<file path="src/rtl/noc_local_ni_pkg.sv">
// Shared flit definitions for the mesh NI: global bus width, flit field positions,
// the flit record and a packing helper.
`ifndef DATA_WIDTH
`define DATA_WIDTH 32
`endif
`ifndef FLIT_DST_LSB
`define FLIT_DST_LSB 0
`endif
`ifndef FLIT_SRC_LSB
`define FLIT_SRC_LSB 3
`endif
`ifndef FLIT_PAYLOAD_LSB
`define FLIT_PAYLOAD_LSB 6
`endif

package noc_local_ni_pkg;
    localparam int FLIT_W    = `DATA_WIDTH;
    localparam int ADDR_W    = `FLIT_SRC_LSB - `FLIT_DST_LSB;
    localparam int PAYLOAD_W = FLIT_W - `FLIT_PAYLOAD_LSB;

    typedef struct packed {
        logic [PAYLOAD_W-1:0] payload;
        logic [ADDR_W-1:0]    src;
        logic [ADDR_W-1:0]    dst;
    } flit_t;

    function automatic flit_t pack_flit(input logic [PAYLOAD_W-1:0] payload,
                                        input logic [ADDR_W-1:0]    src,
                                        input logic [ADDR_W-1:0]    dst);
        flit_t f;
        f.payload = payload;
        f.src     = src;
        f.dst     = dst;
        return f;
    endfunction
endpackage

</file>
<file path="src/rtl/ni_sync_fifo.sv">
// First-word-fall-through synchronous FIFO with extra-MSB pointers; a write to a
// full FIFO is taken only when a read frees the head slot on the same edge.
module ni_sync_fifo #(
    parameter int WIDTH = 32,
    parameter int DEPTH = 4
) (
    input  logic             clk,
    input  logic             rst_n,
    input  logic             wr_en,
    input  logic [WIDTH-1:0] wr_data,
    input  logic             rd_en,
    output logic [WIDTH-1:0] rd_data,
    output logic             full,
    output logic             empty
);
    localparam int AW = $clog2(DEPTH);

    logic [AW:0]      wr_ptr;
    logic [AW:0]      rd_ptr;
    logic [WIDTH-1:0] mem [DEPTH];
    logic             do_wr;
    logic             do_rd;

    assign empty   = (wr_ptr == rd_ptr);
    assign full    = (wr_ptr[AW] != rd_ptr[AW]) && (wr_ptr[AW-1:0] == rd_ptr[AW-1:0]);
    assign do_rd   = rd_en && !empty;
    assign do_wr   = wr_en && (!full || do_rd);
    assign rd_data = mem[rd_ptr[AW-1:0]];

    // Storage is cleared too so the head outputs read zero out of reset.
    always_ff @(posedge clk or negedge rst_n) begin
        if (!rst_n) begin
            wr_ptr <= '0;
            rd_ptr <= '0;
            for (int i = 0; i < DEPTH; i++) begin
                mem[i] <= '0;
            end
        end else begin
            if (do_wr) begin
                mem[wr_ptr[AW-1:0]] <= wr_data;
                wr_ptr              <= wr_ptr + (AW+1)'(1);
            end
            if (do_rd) begin
                rd_ptr <= rd_ptr + (AW+1)'(1);
            end
        end
    end
endmodule

</file>
<file path="src/rtl/noc_local_ni.sv">
// Local network interface: packs core requests into flits towards the router and
// buffers ejected flits for the core, with overflow/misroute tracking.
module noc_local_ni
    import noc_local_ni_pkg::*;
#(
    parameter logic [2:0] NODE_ADDRESS = 3'd1,
    parameter int         TX_DEPTH     = 4,
    parameter int         RX_DEPTH     = 4
) (
    input  logic                   clk,
    input  logic                   rst_n,
    input  logic                   tx_valid,
    output logic                   tx_ready,
    input  logic [2:0]             tx_dst,
    input  logic [25:0]            tx_payload,
    output logic [`DATA_WIDTH-1:0] LOCAL_DATA_IN,
    output logic                   LOCAL_DATA_VALID_IN,
    input  logic                   LOCAL_FULL_OUT,
    input  logic [`DATA_WIDTH-1:0] LOCAL_DATA_OUT,
    input  logic                   LOCAL_DATA_VALID_OUT,
    output logic                   rx_valid,
    input  logic                   rx_ready,
    output logic [2:0]             rx_src,
    output logic [2:0]             rx_dst,
    output logic [25:0]            rx_payload,
    output logic                   rx_overflow,
    output logic                   rx_misroute,
    input  logic                   err_clr,
    output logic [7:0]             rx_drop_cnt,
    output logic [15:0]            tx_sent_cnt
);
    flit_t tx_wr_flit;
    flit_t tx_head;
    flit_t rx_head;
    logic  tx_full;
    logic  tx_empty;
    logic  tx_push;
    logic  rx_full;
    logic  rx_empty;
    logic  rx_pop;
    logic  rx_drop;
    logic  rx_bad_dst;

    assign tx_ready            = !tx_full;
    assign tx_push             = tx_valid && tx_ready;
    assign tx_wr_flit          = pack_flit(tx_payload, NODE_ADDRESS, tx_dst);
    assign LOCAL_DATA_VALID_IN = !tx_empty && !LOCAL_FULL_OUT;
    assign LOCAL_DATA_IN       = tx_head;

    ni_sync_fifo #(.WIDTH(FLIT_W), .DEPTH(TX_DEPTH)) u_tx_fifo (
        .clk     (clk),
        .rst_n   (rst_n),
        .wr_en   (tx_push),
        .wr_data (tx_wr_flit),
        .rd_en   (LOCAL_DATA_VALID_IN),
        .rd_data (tx_head),
        .full    (tx_full),
        .empty   (tx_empty)
    );

    // The router cannot be stalled: every ejected flit is offered to the RX buffer.
    assign rx_valid   = !rx_empty;
    assign rx_pop     = rx_valid && rx_ready;
    assign rx_drop    = LOCAL_DATA_VALID_OUT && rx_full && !rx_pop;
    assign rx_bad_dst = LOCAL_DATA_VALID_OUT &&
                        (LOCAL_DATA_OUT[`FLIT_DST_LSB +: 3] != NODE_ADDRESS);
    assign rx_src     = rx_head.src;
    assign rx_dst     = rx_head.dst;
    assign rx_payload = rx_head.payload;

    ni_sync_fifo #(.WIDTH(FLIT_W), .DEPTH(RX_DEPTH)) u_rx_fifo (
        .clk     (clk),
        .rst_n   (rst_n),
        .wr_en   (LOCAL_DATA_VALID_OUT),
        .wr_data (LOCAL_DATA_OUT),
        .rd_en   (rx_pop),
        .rd_data (rx_head),
        .full    (rx_full),
        .empty   (rx_empty)
    );

    always_ff @(posedge clk or negedge rst_n) begin
        if (!rst_n) begin
            rx_overflow <= 1'b0;
            rx_misroute <= 1'b0;
            rx_drop_cnt <= '0;
        end else if (err_clr) begin
            rx_overflow <= 1'b0;
            rx_misroute <= 1'b0;
            rx_drop_cnt <= '0;
        end else begin
            if (rx_drop) begin
                rx_overflow <= 1'b1;
                if (rx_drop_cnt != 8'hFF) begin
                    rx_drop_cnt <= rx_drop_cnt + 8'd1;
                end
            end
            if (rx_bad_dst) begin
                rx_misroute <= 1'b1;
            end
        end
    end

    always_ff @(posedge clk or negedge rst_n) begin
        if (!rst_n) begin
            tx_sent_cnt <= '0;
        end else if (LOCAL_DATA_VALID_IN) begin
            tx_sent_cnt <= tx_sent_cnt + 16'd1;
        end
    end
endmodule

</file>
<file path="config.mk">
export PLATFORM = sky130hd
export DESIGN_NAME = noc_local_ni
export DESIGN_NICKNAME = d
export VERILOG_FILES = /design/src/rtl/noc_local_ni_pkg.sv /design/src/rtl/ni_sync_fifo.sv /design/src/rtl/noc_local_ni.sv
export SDC_FILE = /design/constraint.sdc
export NUM_CORES = 1
export LEC_CHECK = 0
export ABC_AREA = 1
export BUFFER_PORTS_ARGS = -buffer_cell sky130_fd_sc_hd__buf_2
export CORE_MARGIN = 5
export CORE_UTILIZATION = 33
export CTS_CLUSTER_SIZE = 20
export DETAILED_ROUTE_END_ITERATION = 16
export GPL_TIMING_DRIVEN = 0
export PLACE_DENSITY = 0.56
export SYNTH_ARGS = -nofsm -noshare
export SYNTH_HDL_FRONTEND = slang
export SYNTH_SLANG_ARGS = --single-unit
</file>
<file path="constraint.sdc">
create_clock -name clk -period 1.8 [get_ports clk]
set_input_delay 0.18 -clock clk [delete_from_list [all_inputs] [get_ports clk]]
set_output_delay 0.18 -clock clk [all_outputs]
set_load 0.01 [all_outputs]
</file>
## After elaboration in Yosys (flattened, before gate mapping)

Cells that the tools add are included.

- Bits of input ports: 68
- Word-level logic and storage cells: 85
- Register bits after elaboration: 294
- Output and inout bits: 93

- $add $sub $neg: 6
- Multiplexer cells: 19
- Bitwise operators: 4
- Equal/unequal tests: 8
- Magnitude comparators: 6
- Reduce and logical (&&, ||, !) cells: 26

Operator list:

| cell | number |
|---|---|
| $bwmux 128 | 2 |
| $mux 32 | 6 |
| $bmux 32 s2 | 2 |
| $demux 32 s2 | 2 |
| $mux 8 | 3 |
| $add 16x1->16 const B | 1 |
| $logic_and 1x1->1 | 14 |
| $add 3x1->3 const B | 4 |
| $ge 3x3->1 const B | 4 |
| $not 2->3 | 4 |
| $add 8x1->8 const B | 1 |
| $ne 8x8->1 const B | 1 |
| $eq 3x3->1 | 2 |
| $logic_not 1->1 | 6 |
| $lt 3x1->1 const B | 2 |
| $reduce_bool 2->1 | 3 |
| $eq 2x2->1 | 2 |
| $mux 1 | 4 |
| $ne 3x1->1 const B | 1 |
| $logic_or 1x1->1 | 2 |
| $ne 1x1->1 | 2 |
| $reduce_and 2->1 | 1 |

## Depth between registers and ports, before layout

Gate-level depths: netlist of run 1.

- Depth after elaboration: 7
- Mapped depth: 10
- Mapped depth without buffers: 9

## By module

Synthesis of run 1 repeated with hierarchy kept, for this count alone.

- Cell total of the unflattened synthesis: 1791
- Area total of the unflattened synthesis: 14387.5 sq um

Modules (own cells, without submodules):

| module | area each (sq um) | sequential area each (sq um) | times used | cells an instance |
|---|---|---|---|---|
| ni_sync_fifo | 6475.0 | 3353.2 | 2 | 802 |
| noc_local_ni | 1437.6 | 650.6 | 1 | 187 |

## Worst setup path before layout of run 1

OpenSTA, ideal clock, no wires.

- Path type: register to register
- Start point: register u_tx_fifo.rd_ptr[0]
- End point: register u_tx_fifo.mem[117] in the netlist's numbering
- Setup time: 0.077 ns
- Arrival time: 1.470 ns
- Stages on the path, launching flop included: 9
- Required time: 1.723 ns
- Path slack: 0.254 ns
- Buffers on the path: 3
- Period minus slack after synthesis: 1.546 ns
- Cells stage by stage: dfrtp_1 -> buf_2 -> xnor2_1 -> nand3_2 -> nand3_2 -> buf_4 -> buf_4 -> nand2_1 -> o21ai_1

- Elaborated cells on any way between the ends: 10
- Classes of those cells: eq/ne: 2; reduce/logical: 8

RTL lines:

| what | line | source |
|---|---|---|
| start: declaration | ni_sync_fifo.sv:19 | `logic [AW:0] rd_ptr;` |
| start signal: assignment | ni_sync_fifo.sv:44 | `rd_ptr <= rd_ptr + (AW+1)'(1);` |
| $eq 2x2->1 (*) | ni_sync_fifo.sv:25 | `assign full = (wr_ptr[AW] != rd_ptr[AW]) && (wr_ptr[AW-1:0] == rd_ptr[AW-1:0]);` |
| $logic_and 1x1->1 (*) | ni_sync_fifo.sv:25 |  |
| $logic_not 1->1 (*) | noc_local_ni.sv:44 | `assign tx_ready = !tx_full;` |
| named net tx_ready | noc_local_ni.sv:13 | `output logic tx_ready,` |
| $logic_and 1x1->1 or $logic_or 1x1->1 (tied branches) | noc_local_ni.sv:45, ni_sync_fifo.sv:27 |  |
| $logic_and 1x1->1 (*) | ni_sync_fifo.sv:27 | `assign do_wr = wr_en && (!full \|\| do_rd);` |
| end signal: indexed assignment | ni_sync_fifo.sv:40 | `mem[wr_ptr[AW-1:0]] <= wr_data;` |
| end: declaration | ni_sync_fifo.sv:20 | `logic [WIDTH-1:0] mem [DEPTH];` |

Mark *: on every way through the listed nets, which the timed path passes. The rest lies on a longest branch.
A chain may end at the register's enable or synchronous reset.

## Worst setup path in the final report of run 1

- Start point: register u_rx_fifo.rd_ptr[0]
- End point: output rx_src[0]

- Longest elaborated chain between the ends: 4

Ends and longest elaborated chain:

| what | line | source |
|---|---|---|
| start: declaration | ni_sync_fifo.sv:19 |  |
| start signal: assignment | ni_sync_fifo.sv:44 |  |
| $not 2->3 (not written as such) | ni_sync_fifo.sv:28 | `assign rd_data = mem[rd_ptr[AW-1:0]];` |
| $bmux 32 s2 | ni_sync_fifo.sv:28 |  |
| $mux 32 (not written as such) (2 in a row) | ni_sync_fifo.sv:28 |  |
| end: declaration | noc_local_ni.sv:23 | `output logic [2:0] rx_src,` |

Every way passes these cells. The select of a mux whose other input is x is not followed.

==> out/qor.yml, run 1 <==
hpwl_um: 28880
postSynthCellCount: 1646
critPathSlowestCell: "dfrtp_2"
status: "finished with violations"
route.antenna.remaining_nets: 0
synth_edf_count: 0
syn_avg_cell_area_um2: 8.188
nets: 2035
drt-initial-drc-count: 1176
place_congestion: 0.8451
maxCapViolCount: 0
r2r_cells: 10
critPathMaxFanout: 10
hold_viol_final: 0
portBuffers: 157
p_comb_share_pct: 50.4
synth-async-reset-ratio_pct: 100.0
slew_violations: 0
worstSetupStartpointType: "flip-flop"
grt_max_degree: 119
min_path_cells: 3
seqPwrFrac_pct: 29.6
finalClockSkew_ns: 0.01216
worstMarginPinSlew_ns: 0.8277
track_usage_pct: 19.84
startpoint: "u_rx_fifo.rd_ptr[0]$_DFFE_PN0P_"
max-vdd-ir-drop_mv: 0.9913
drt-pass1-iter-count: 7
die_h_um: 212.1
crit_family: "buffers and inverters"
yosysTopAreaCell: "dfrtp_1"
crit_type: "flip-flop to output pin"
cts_sinks: 286
synth_seq_area_share_pct: 53.11
period_needed_ns: 2.053
rsz0062_at_grt: "yes"
setup-violations-final: 196
drc_errors: 0
ys_top_cells_by_count: "nand2_1, dfrtp_1, o21ai_0, nor2_1, nand4_1"
min_from: "tx_dst[1]"
num_rows: 74
htreeDepth: 2
synth_warnings: 0
slew-limit-headroom_pct: 44.35
path_buf_inv: 4
placed_area_um2: 15000
grt_pass1_wl_um: 71610
syn-cell-area_um2: 13480
reg2reg_from: "u_rx_fifo.rd_ptr[1]$_DFFE_PN0P_"
cts_tree: "done"
fin_cells: 2514
max_stage_delay_ns: 0.46
die-area_um2: 44980
clk_latency_ns: 0.54
dp_cells: 2338
hold_ws_ns: 0.01158
setup_slack_ns: -0.2532
antenna_found_initial: 3
clockRootBuffer: "clkbuf_16"
arrival_ns: 1.87
cts.reportedPaths.clkPinSlew_ns: 0.05
yosysUniqueCellTypes: 29
synth_top_flop_cell: "dfrtp_1"
multi_input_area_um2: 6103
yosysTopAreaCellShare_pct: 53.11
powerDensity_nw_per_um2: 1963
p_int_w: 0.02220
fmax_ghz: 0.4870
cp.depth: 6
grt_pass1_vias: 12810
yosysMostFrequentCell: "nand2_1"
core_area_um2: 40650
io_pins: 161
reg2reg_slack_ns: -0.07
cts.path.max_buffers: 3
wl_um: 47380
power.switching_w: 0.01533
fillers: 3858
cp-end-kind: "output pin"
initial_utilization_pct: 33.16
syn_to_final_growth_pct: 41.87
switching_share_pct: 40.85
drive_above_1_share_pct: 24.04
grt-ovfl-total: 0
p_leak_nw: 9.277
failed_checks: "negative setup slack"
synth_area_leaders: "dfrtp_1, nand2_1, o21ai_0"
hold_path_class: "input pin to flip-flop"
timing.rr.end: "u_rx_fifo.mem[118]$_DFFE_PN0P_"
crit_chain: "inv_4 > clkbuf_16 > clkbuf_16 > nor2_1 > o22ai_1 > buf_2"
cts_inserted_buffers: 37
fin_util_pct: 47.04
critical_path.endpoint: "rx_src[0]"
crit_top_cell: "clkbuf_16"
num_vias: 13070
post-route-period-util_pct: 114.1
drt-wirelength-per-cell_um: 18.84
fin_area_um2: 19120
yosys_register_bits: 286
required_ns: 1.62
seq_area_um2: 7161
die_w_um: 212.1
via_per_inst: 5.200
pwr-share-clk_pct: 20.0
==> metal layers <==
| metal | part of all wire [%] | track usage, % |
|---|---|---|
| met2 | 48 | 32.23 |
| met1 | 43 | 26.78 |
| met3 | 6.7 | 3.896 |
| met4 | 2.6 | 6.553 |
| met5 | 0.023 | 0 |
==> registers in the layout, summed over array words and instances, names as in the netlist <==
signal / count
tx_sent_cnt: 16
rx_overflow: 1
u_tx_fifo.rd_ptr: 3
rx_drop_cnt: 8
rx_misroute: 1
u_rx_fifo.rd_ptr: 3
u_rx_fifo.wr_ptr: 3
u_tx_fifo.mem: 120
u_tx_fifo.wr_ptr: 3
u_rx_fifo.mem: 128
==> layout make-up <==
| cell class | count | area share (%) |
|---|---|---|
| plain buffers | 125 | 7.715 |
| clock buffers | 57 | 5.824 |
| inverters | 69 | 1.472 |
| clock inverters | 7 | 0.6282 |
| repair buffers | 269 | 11.43 |
| well taps | 532 | 3.481 |
| flip-flops and latches | 286 | 37.45 |
| repair inverters | 1 | 0.04581 |
| multi-input cells | 1166 | 31.92 |
| diodes | 2 | 0.02618 |
==> worst min-delay path, delay by kind of cell <==
family / cells / cell delay (ns)
AO/OA/AOI/OAI: 1 / 0.14
buffers and inverters: 2 / 0.18
==> power groups by stage <==
stage	clock [W]	combinational, W	sequential, W
detailed placement	0	0.0134	0.0108
global placement	0	0.0132	0.0108
finish	0.00753	0.0189	0.0111
CTS	0.00767	0.0163	0.0109
floorplan	0	0.00847	0.0105
global route	0.00792	0.0205	0.0114
==> placed cells by master (no fill, tap or decap), types with 27 or more instances in the layout <==
master         netlist  layout
dfrtp_1            286     283
o22ai_1             61      36
clkbuf_1            63      27
buf_6                0      39
nand2_1            488     481
clkbuf_16            0      64
inv_1               65      62
o21ai_0            212     113
dlygate4sd3_1        0      62
nor2_1             148     124
buf_8                0      28
o21ai_1             41     112
buf_2               34     155
nand4_1            132     132
==> worst min path at each step <==
stage	end
floorplan	rx_drop_cnt[0]$_DFFE_PN0P_
global placement	u_tx_fifo.mem[67]$_DFFE_PN0P_
detailed placement	rx_drop_cnt[6]$_DFFE_PN0P_
CTS	u_tx_fifo.mem[65]$_DFFE_PN0P_
global route	u_tx_fifo.mem[1]$_DFFE_PN0P_
finish	u_tx_fifo.mem[1]$_DFFE_PN0P_
==> timing repair <==
item | CTS | global route
endpoints found under the hold margin | 313 | 0
setup buffers | 12 | 16
cloned | 5 | 16
endpoints found under the setup margin | 315 | 384
pin swaps | 31 | 30
gates resized for setup | 286 | 277
hold buffers | 62 | 0
==> stage by stage <==
step	setup WS, ns	power, W	setup TNS (ns)
after floorplan	0.2538	0.01893	0
after global placement	-5.199	0.02398	-1520.72
after detailed placement	-0.4519	0.02426	-52.73
after CTS	-0.2439	0.03489	-12.13
after global routing	-0.2859	0.03987	-33.10
final	-0.2532	0.03754	-14.97
==> logic make-up after synthesis <==
group           share of synthesized area (%)
simple gates                            25.57
xor+xnor                                1.430
flops                                   53.11
fa+ha+maj                               1.114
other cells                           0.02783
buf+inv                                 6.063
compound gates                          12.69
(Power assumes the default switching activity.)
==> run 2: changes to the inputs <==
--- a/config.mk
+++ b/config.mk
@@ -7,12 +7,13 @@
 export LEC_CHECK = 0
 export ABC_AREA = 1
 export BUFFER_PORTS_ARGS = -buffer_cell sky130_fd_sc_hd__buf_2
+export CORE_ASPECT_RATIO = 1.1
 export CORE_MARGIN = 5
 export CORE_UTILIZATION = 33
 export CTS_CLUSTER_SIZE = 20
 export DETAILED_ROUTE_END_ITERATION = 16
 export GPL_TIMING_DRIVEN = 0
-export PLACE_DENSITY = 0.56
+export PLACE_DENSITY = 0.59
 export SYNTH_ARGS = -nofsm -noshare
 export SYNTH_HDL_FRONTEND = slang
 export SYNTH_SLANG_ARGS = --single-unit
==> out/qor.yml, run 2 (synthesis gave the netlist of run 1 again) <==
status: "finished with violations"  # unchanged
failed_checks: "negative setup slack"  # unchanged
place_congestion: 0.8533  # was 0.8451
core_area_um2: 40270  # was 40650 um^2
drc_errors: 0  # unchanged
worstSetupStartpointType: "flip-flop"  # unchanged
powerDensity_nw_per_um2: 1957  # was 1963 nW/um^2
via_per_inst: 5.312  # was 5.200
hold_path_class: "input pin to flip-flop"  # unchanged
cts_sinks: 286  # unchanged
cts.reportedPaths.clkPinSlew_ns: 0.06  # was 0.05 ns
cp-end-kind: "output pin"  # unchanged
cts_inserted_buffers: 35  # was 37
setup_slack_ns: -0.2019  # was -0.2532 ns
finalClockSkew_ns: 0.01520  # was 0.01216 ns
layout_common_cells: "nand2_1, dfrtp_1, buf_2"  # unchanged
pre_cts_ws_ns: -0.4479  # was -0.4519 ns
crit_family: "buffers and inverters"  # unchanged
grt_pass1_wl_um: 72110  # was 71610 um
regMostFlops: "u_rx_fifo.mem"  # unchanged
syn_to_final_growth_pct: 41.95  # was 41.87%
initial_utilization_pct: 33.46  # was 33.16%
whs_endpoint: "u_tx_fifo.mem[66]$_DFFE_PN0P_"  # was u_tx_fifo.mem[1]$_DFFE_PN0P_
arrival_ns: 1.82  # was 1.87 ns
drt-pass1-iter-count: 5  # was 7
fillers: 3767  # was 3858
die_w_um: 202.7  # was 212.1 um
reg2reg_slack_ns: -0.13  # was -0.07 ns
reg2reg_from: "u_rx_fifo.rd_ptr[1]$_DFFE_PN0P_"  # unchanged
report.power.total_w: 0.03745  # was 0.03754 W
maxCapViolCount: 0  # unchanged
drt-wirelength-per-cell_um: 19.08  # was 18.84 um
fin_area_um2: 19130  # was 19120 um^2
worstMarginPinSlew_ns: 0.7246  # was 0.8277 ns
grt-ovfl-total: 0  # unchanged
max_stage_delay_ns: 0.45  # was 0.46 ns
fmax_ghz: 0.4995  # was 0.4870 GHz
largestRegisters: "u_rx_fifo.mem (128), u_tx_fifo.mem (120), tx_sent_cnt (16)"  # unchanged
cts.path.max_buffers: 3  # unchanged
antenna_found_initial: 3  # unchanged
grt_pass1_vias: 13100  # was 12.81k
p_leak_nw: 9.260  # was 9.277 nW
clockRootBuffer: "clkbuf_16"  # unchanged
critPathSlowestCell: "dfrtp_2"  # unchanged
track_usage_pct: 19.69  # was 19.84%
rsz0062_at_grt: "yes"  # unchanged
num_vias: 13230  # was 13.07k
post-route-period-util_pct: 111.2  # was 114.1%
crit_top_cell: "clkbuf_16"  # unchanged
num_rows: 77  # was 74
slew_violations: 0  # unchanged
wl_um: 47500  # was 47380 um
period_needed_ns: 2.002  # was 2.053 ns
max-vdd-ir-drop_mv: 0.9050  # was 0.9913 mV
path_buf_inv: 4  # unchanged
setup-tns-final_ns: -17.44  # was -14.97 ns
required_ns: 1.62  # about the same
grt_max_degree: 110  # was 119
drt-initial-drc-count: 903  # was 1176
hold_viol_final: 0  # unchanged
cts_tree: "done"  # unchanged
min_path_cells: 3  # unchanged
die-area_um2: 44980  # about the same
placed_area_um2: 14970  # was 15000 um^2
critPathMaxFanout: 6  # was 10
r2r_cells: 10  # unchanged
timing.rr.end: "u_rx_fifo.mem[59]$_DFFE_PN0P_"  # was u_rx_fifo.mem[118]$_DFFE_PN0P_
crit_type: "flip-flop to output pin"  # unchanged
portBuffers: 157  # unchanged
fin_util_pct: 47.50  # was 47.04%
hpwl_um: 29780  # was 28880 um
nets: 2032  # was 2035
htreeDepth: 2  # unchanged
final_common_cell: "nand2_1"  # unchanged
die_h_um: 222.0  # was 212.1 um
largest_register_ffs: 128  # unchanged
io_pins: 161  # unchanged
crit_chain: "inv_4 > clkbuf_16 > clkbuf_16 > o21ai_2 > o22ai_1 > buf_4"  # was inv_4 > clkbuf_16 > clkbuf_16 > nor2_1 > o22ai_1 > buf_2
route.antenna.remaining_nets: 0  # unchanged
drive_above_1_share_pct: 26.16  # was 24.04%
clk_latency_ns: 0.52  # was 0.54 ns
setup-violations-final: 200  # was 196
min_from: "tx_dst[2]"  # was tx_dst[1]
slew-limit-headroom_pct: 51.70  # was 44.35%
## run 2: cell count changes in the layout (fill, tap and decap cells not counted), moves of 7 or more
cell	before	now
o21ai_1	112	85
nor2_1	124	115
o21ai_4	2	9
o22ai_2	20	34
nor2_4	10	19
o22ai_1	36	26
buf_6	39	25
o21ai_2	26	41
buf_4	26	41
## run 2: cell type report
cell class                 instances  area, um^2  area share, %
tap                              513       641.9          3.355
antenna                            1       2.502        0.01308
buffer                           123        1339          6.998
inverter                          69       300.3          1.570
timing repair buffer             270        2231          11.66
multi-input combinational       1166        6330          33.09
timing repair inverter             1       16.27        0.08503
clock buffer                      53        1025          5.357
sequential                       286        7162          37.44
clock inverter                     8       82.58         0.4317
## run 2: worst register-to-register path: stages (launching register included)
cell	delay [ns]
dfrtp_2	0.49
buf_4	0.19
nand2_1	0.06
nand2_1	0.08
nor2_4	0.17
nand3_4	0.22
buf_6	0.20
nand3_4	0.16
clkbuf_16	0.20
nand2_1	0.05
nand2_1	0.05
## run 2: where the power goes
part	internal [W]	switching [W]	leakage, nW
clock	0.00408	0.00278	0.541
combinational	0.00847	0.0109	5.13
sequential	0.00921	0.00200	3.59
total	0.0218	0.0157	9.26
## run 2: worst max path at each step
stage | startpoint | end | slack [ns] | cells past startpoint
2_1_floorplan | u_tx_fifo.rd_ptr[0]$_DFFE_PN0P_ | u_tx_fifo.mem[117]$_DFFE_PN0P_ | 0.25 | 8
3_5_place_dp | u_rx_fifo.rd_ptr[0]$_DFFE_PN0P_ | rx_payload[10] | -0.45 | 6
4_1_cts | u_rx_fifo.rd_ptr[0]$_DFFE_PN0P_ | rx_payload[24] | -0.22 | 5
6_report | u_rx_fifo.rd_ptr[0]$_DFFE_PN0P_ | rx_payload[17] | -0.20 | 6
5_1_grt | u_rx_fifo.rd_ptr[0]$_DFFE_PN0P_ | rx_payload[17] | -0.27 | 6
3_3_place_gp | rst_n | u_rx_fifo.mem[124]$_DFFE_PN0P_ | -5.00 | 1
## run 2: routing by layer
| metal | wire (um) | track usage [%] | up-vias |
|---|---|---|---|
| li1 | - | - | 6149 |
| met1 | 18770 | 24.55 | 6442 |
| met2 | 24360 | 34.53 | 526 |
| met3 | 3012 | 3.423 | 107 |
| met4 | 1332 | 6.681 | 4 |
| met5 | 21 | 0 | - |
## run 2: timing repair
action,CTS,global route
endpoints found under the hold margin,299,0
pin swaps,34,61
hold buffers,62,0
gates resized for setup,309,259
gates cloned,9,17
buffers inserted,14,10
endpoints found under the setup margin,320,248
## run 2: per-stage QoR
stage	hold slack, ns	cells
3_5_place_dp	0.2210	2319
3_3_place_gp	0.4322	2317
6_report	0.01578	2490
4_1_cts	0.008547	2465
2_1_floorplan	-0.1156	1647
5_1_grt	0.03978	2490
==> run 3: changes to the inputs <==
==> constraint.sdc (replaced) <==
create_clock -name clk -period 2.49 [get_ports clk]
set_input_delay 0.249 -clock clk [delete_from_list [all_inputs] [get_ports clk]]
set_output_delay 0.249 -clock clk [all_outputs]
set_load 0.01 [all_outputs]
==> out/qor.yml, run 3 (synthesis gave the netlist of run 1 again) <==
fin_area_um2: 16210  # was 19130 um^2
hold_viol_final: 0  # unchanged
critPathSlowestCell: "dfrtp_1"  # was dfrtp_2
grt-busiest-layer: "met2"  # unchanged
core_area_um2: 40270  # unchanged
use_met1_pct: 23.82  # was 24.55%
largestRegisters: "u_rx_fifo.mem (128), u_tx_fifo.mem (120), tx_sent_cnt (16)"  # unchanged
min_path_cells: 3  # unchanged
hold_ws_ns: 0.02760  # was 0.01578 ns
initial_utilization_pct: 33.46  # unchanged
crit_chain: "clkbuf_1 > o21ai_0 > o22ai_1 > buf_2"  # was inv_4 > clkbuf_16 > clkbuf_16 > o21ai_2 > o22ai_1 > buf_4
die_h_um: 222.0  # unchanged
antenna_found_initial: 4  # was 3
finalClockSkew_ns: 0.01754  # was 0.01520 ns
drive_above_1_share_pct: 16.01  # was 26.16%
required_ns: 2.24  # was 1.62 ns
worstSetupStartpointType: "flip-flop"  # unchanged
cts_tree: "done"  # unchanged
num_rows: 77  # unchanged
fmax_ghz: 0.4084
timing.rr.end: "u_rx_fifo.mem[16]$_DFFE_PN0P_"  # was u_rx_fifo.mem[59]$_DFFE_PN0P_
die_w_um: 202.7  # unchanged
nets: 1930  # was 2032
clockRootBuffer: "clkbuf_16"  # unchanged
cts.reportedPaths.clkPinSlew_ns: 0.06  # about the same
worstMarginPinSlew_ns: 0.7234  # was 0.7246 ns
drt-pass1-iter-count: 5  # unchanged
final_common_cell: "nand2_1"  # unchanged
placed_area_um2: 14970  # unchanged
place_congestion: 0.8533  # unchanged
max_stage_delay_ns: 0.57  # was 0.45 ns
portBuffers: 157  # unchanged
regMostFlops: "u_rx_fifo.mem"  # unchanged
setup_slack_ns: 0.04133  # was -0.2019 ns
num_vias: 12410  # was 13.23k
drt-initial-drc-count: 877  # was 903
drc_errors: 0  # unchanged
slew-limit-headroom_pct: 51.77  # was 51.70%
grt_use_met3_pct: 3.394  # was 3.423%
p_leak_nw: 8.050  # was 9.260 nW
via_per_inst: 5.193  # was 5.312
crit_family: "buffers and inverters"  # unchanged
fin_util_pct: 40.26  # was 47.50%
maxCapViolCount: 0  # unchanged
track_usage_pct: 18.88  # was 19.69%
post-route-period-util_pct: 98.34
drt-wirelength-per-cell_um: 18.02  # was 19.08 um
htreeDepth: 2  # unchanged
syn_to_final_growth_pct: 20.30  # was 41.95%
cp-end-kind: "output pin"  # unchanged
rsz0062_at_grt: "yes"  # unchanged
io_pins: 161  # unchanged
whs_endpoint: "u_rx_fifo.mem[82]$_DFFE_PN0P_"  # was u_tx_fifo.mem[66]$_DFFE_PN0P_
fillers: 4146  # was 3767
wl_um: 43040  # was 47500 um
reg2reg_from: "u_rx_fifo.rd_ptr[1]$_DFFE_PN0P_"  # unchanged
grt_max_degree: 110  # unchanged
post_cts_buffers: 0  # was 14
critPathMaxFanout: 10  # was 6
path_buf_inv: 2  # was 4
period_needed_ns: 2.449
layout_common_cells: "nand2_1, dfrtp_1, o21ai_0"  # was nand2_1, dfrtp_1, buf_2
setup-violations-final: 0  # was 200
min_from: "LOCAL_DATA_OUT[18]"  # was tx_dst[2]
grt-ovfl-total: 0  # unchanged
status: "complete, no violations"  # was finished with violations
grt_pass1_wl_um: 69210  # was 72110 um
pre_cts_ws_ns: 0.1731  # was -0.4479 ns
route.antenna.remaining_nets: 0  # unchanged
cts.path.max_buffers: 3  # unchanged
max-vdd-ir-drop_mv: 0.6178  # was 0.9050 mV
hpwl_um: 29780  # unchanged
largest_register_ffs: 128  # unchanged
clk_latency_ns: 0.52  # about the same
cts_sinks: 286  # unchanged
grt_pass1_vias: 12490  # was 13.10k
use_met2_pct: 33.03  # was 34.53%
powerDensity_nw_per_um2: 1389  # was 1957 nW/um^2
crit_type: "flip-flop to output pin"  # unchanged
cts_inserted_buffers: 35  # unchanged
hold_path_class: "input pin to flip-flop"  # unchanged
arrival_ns: 2.20  # was 1.82 ns
r2r_cells: 9  # was 10
slew_violations: 0  # unchanged
reg2reg_slack_ns: 0.34  # was -0.13 ns
die-area_um2: 44980  # unchanged
## run 3: cell count changes in the layout (fill, tap and decap cells not counted), moves of 33 or more
cell           delta
o22ai_1          +35
o21ai_0          +94
o21ai_2          -41
o22ai_2          -34
o21ai_1          -44
buf_2            +35
dlygate4sd3_1    -55
nor2_1           +33
## run 3: timing repair
item / in CTS / in global routing
resized for setup: 25 / 28
endpoints found under the hold margin: 94 / 0
hold buffers: 7 / 0
endpoints found under the setup margin: 47 / 38
## run 3: through the flow
step,setup TNS [ns],std cells,total power (W)
5_1_grt,-0.01593,2387,0.02422
4_1_cts,0,2387,0.02267
3_3_place_gp,-1239.18,2317,0.01737
6_report,0,2389,0.02252
2_1_floorplan,0,1647,0.01368
3_5_place_dp,0,2319,0.01759
## run 3: metal layers
layer  up-vias  share of wire [%]
met5         -              0.063
met3        80                6.4
met4         4                2.4
li1       5912                  -
met1      5968                 41
met2       441                 50
## run 3: how the worst max path moves through the flow
stage | depth (start not counted) | slack [ns] | to | startpoint
2_1_floorplan | 5 | 0.92 | rx_payload[0] | u_rx_fifo.rd_ptr[0]$_DFFE_PN0P_
3_3_place_gp | 1 | -4.38 | u_rx_fifo.mem[124]$_DFFE_PN0P_ | rst_n
4_1_cts | 6 | 0.01 | LOCAL_DATA_IN[3] | u_tx_fifo.rd_ptr[0]$_DFFE_PN0P_
3_5_place_dp | 6 | 0.17 | rx_payload[10] | u_rx_fifo.rd_ptr[0]$_DFFE_PN0P_
6_report | 4 | 0.04 | rx_payload[5] | u_rx_fifo.rd_ptr[1]$_DFFE_PN0P_
5_1_grt | 4 | -0.01 | LOCAL_DATA_IN[15] | u_tx_fifo.rd_ptr[1]$_DFFE_PN0P_
## run 3: layout make-up
| type | count | area, um^2 | area share [%] |
|---|---|---|---|
| flip-flops and latches | 286 | 7157 | 44.14 |
| diodes | 2 | 5.005 | 0.03087 |
| inverters | 69 | 259.0 | 1.597 |
| clock inverters | 8 | 82.58 | 0.5093 |
| repair buffers | 166 | 920.9 | 5.680 |
| plain buffers | 126 | 613.1 | 3.781 |
| multi-input cells | 1166 | 5509 | 33.98 |
| clock buffers | 53 | 1025 | 6.320 |
| well taps | 513 | 641.9 | 3.959 |
## run 3: worst reg2reg max path, stage by stage (launching register included)
cell and delay, ns:
dfrtp_1 0.57, inv_2 0.19, nand2_1 0.09, nand2_1 0.08, nor2_4 0.17, nand3_2 0.19, nand3_1 0.29, buf_2 0.33
nand2_1 0.09, nand2_1 0.07
## run 3: power by group
group / internal (W) / switching, W / leakage (nW) / total (W)
logic: 0.00336 / 0.00644 / 3.92 / 0.00980
clock network: 0.00295 / 0.00198 / 0.541 / 0.00493
registers: 0.00665 / 0.00114 / 3.59 / 0.00778
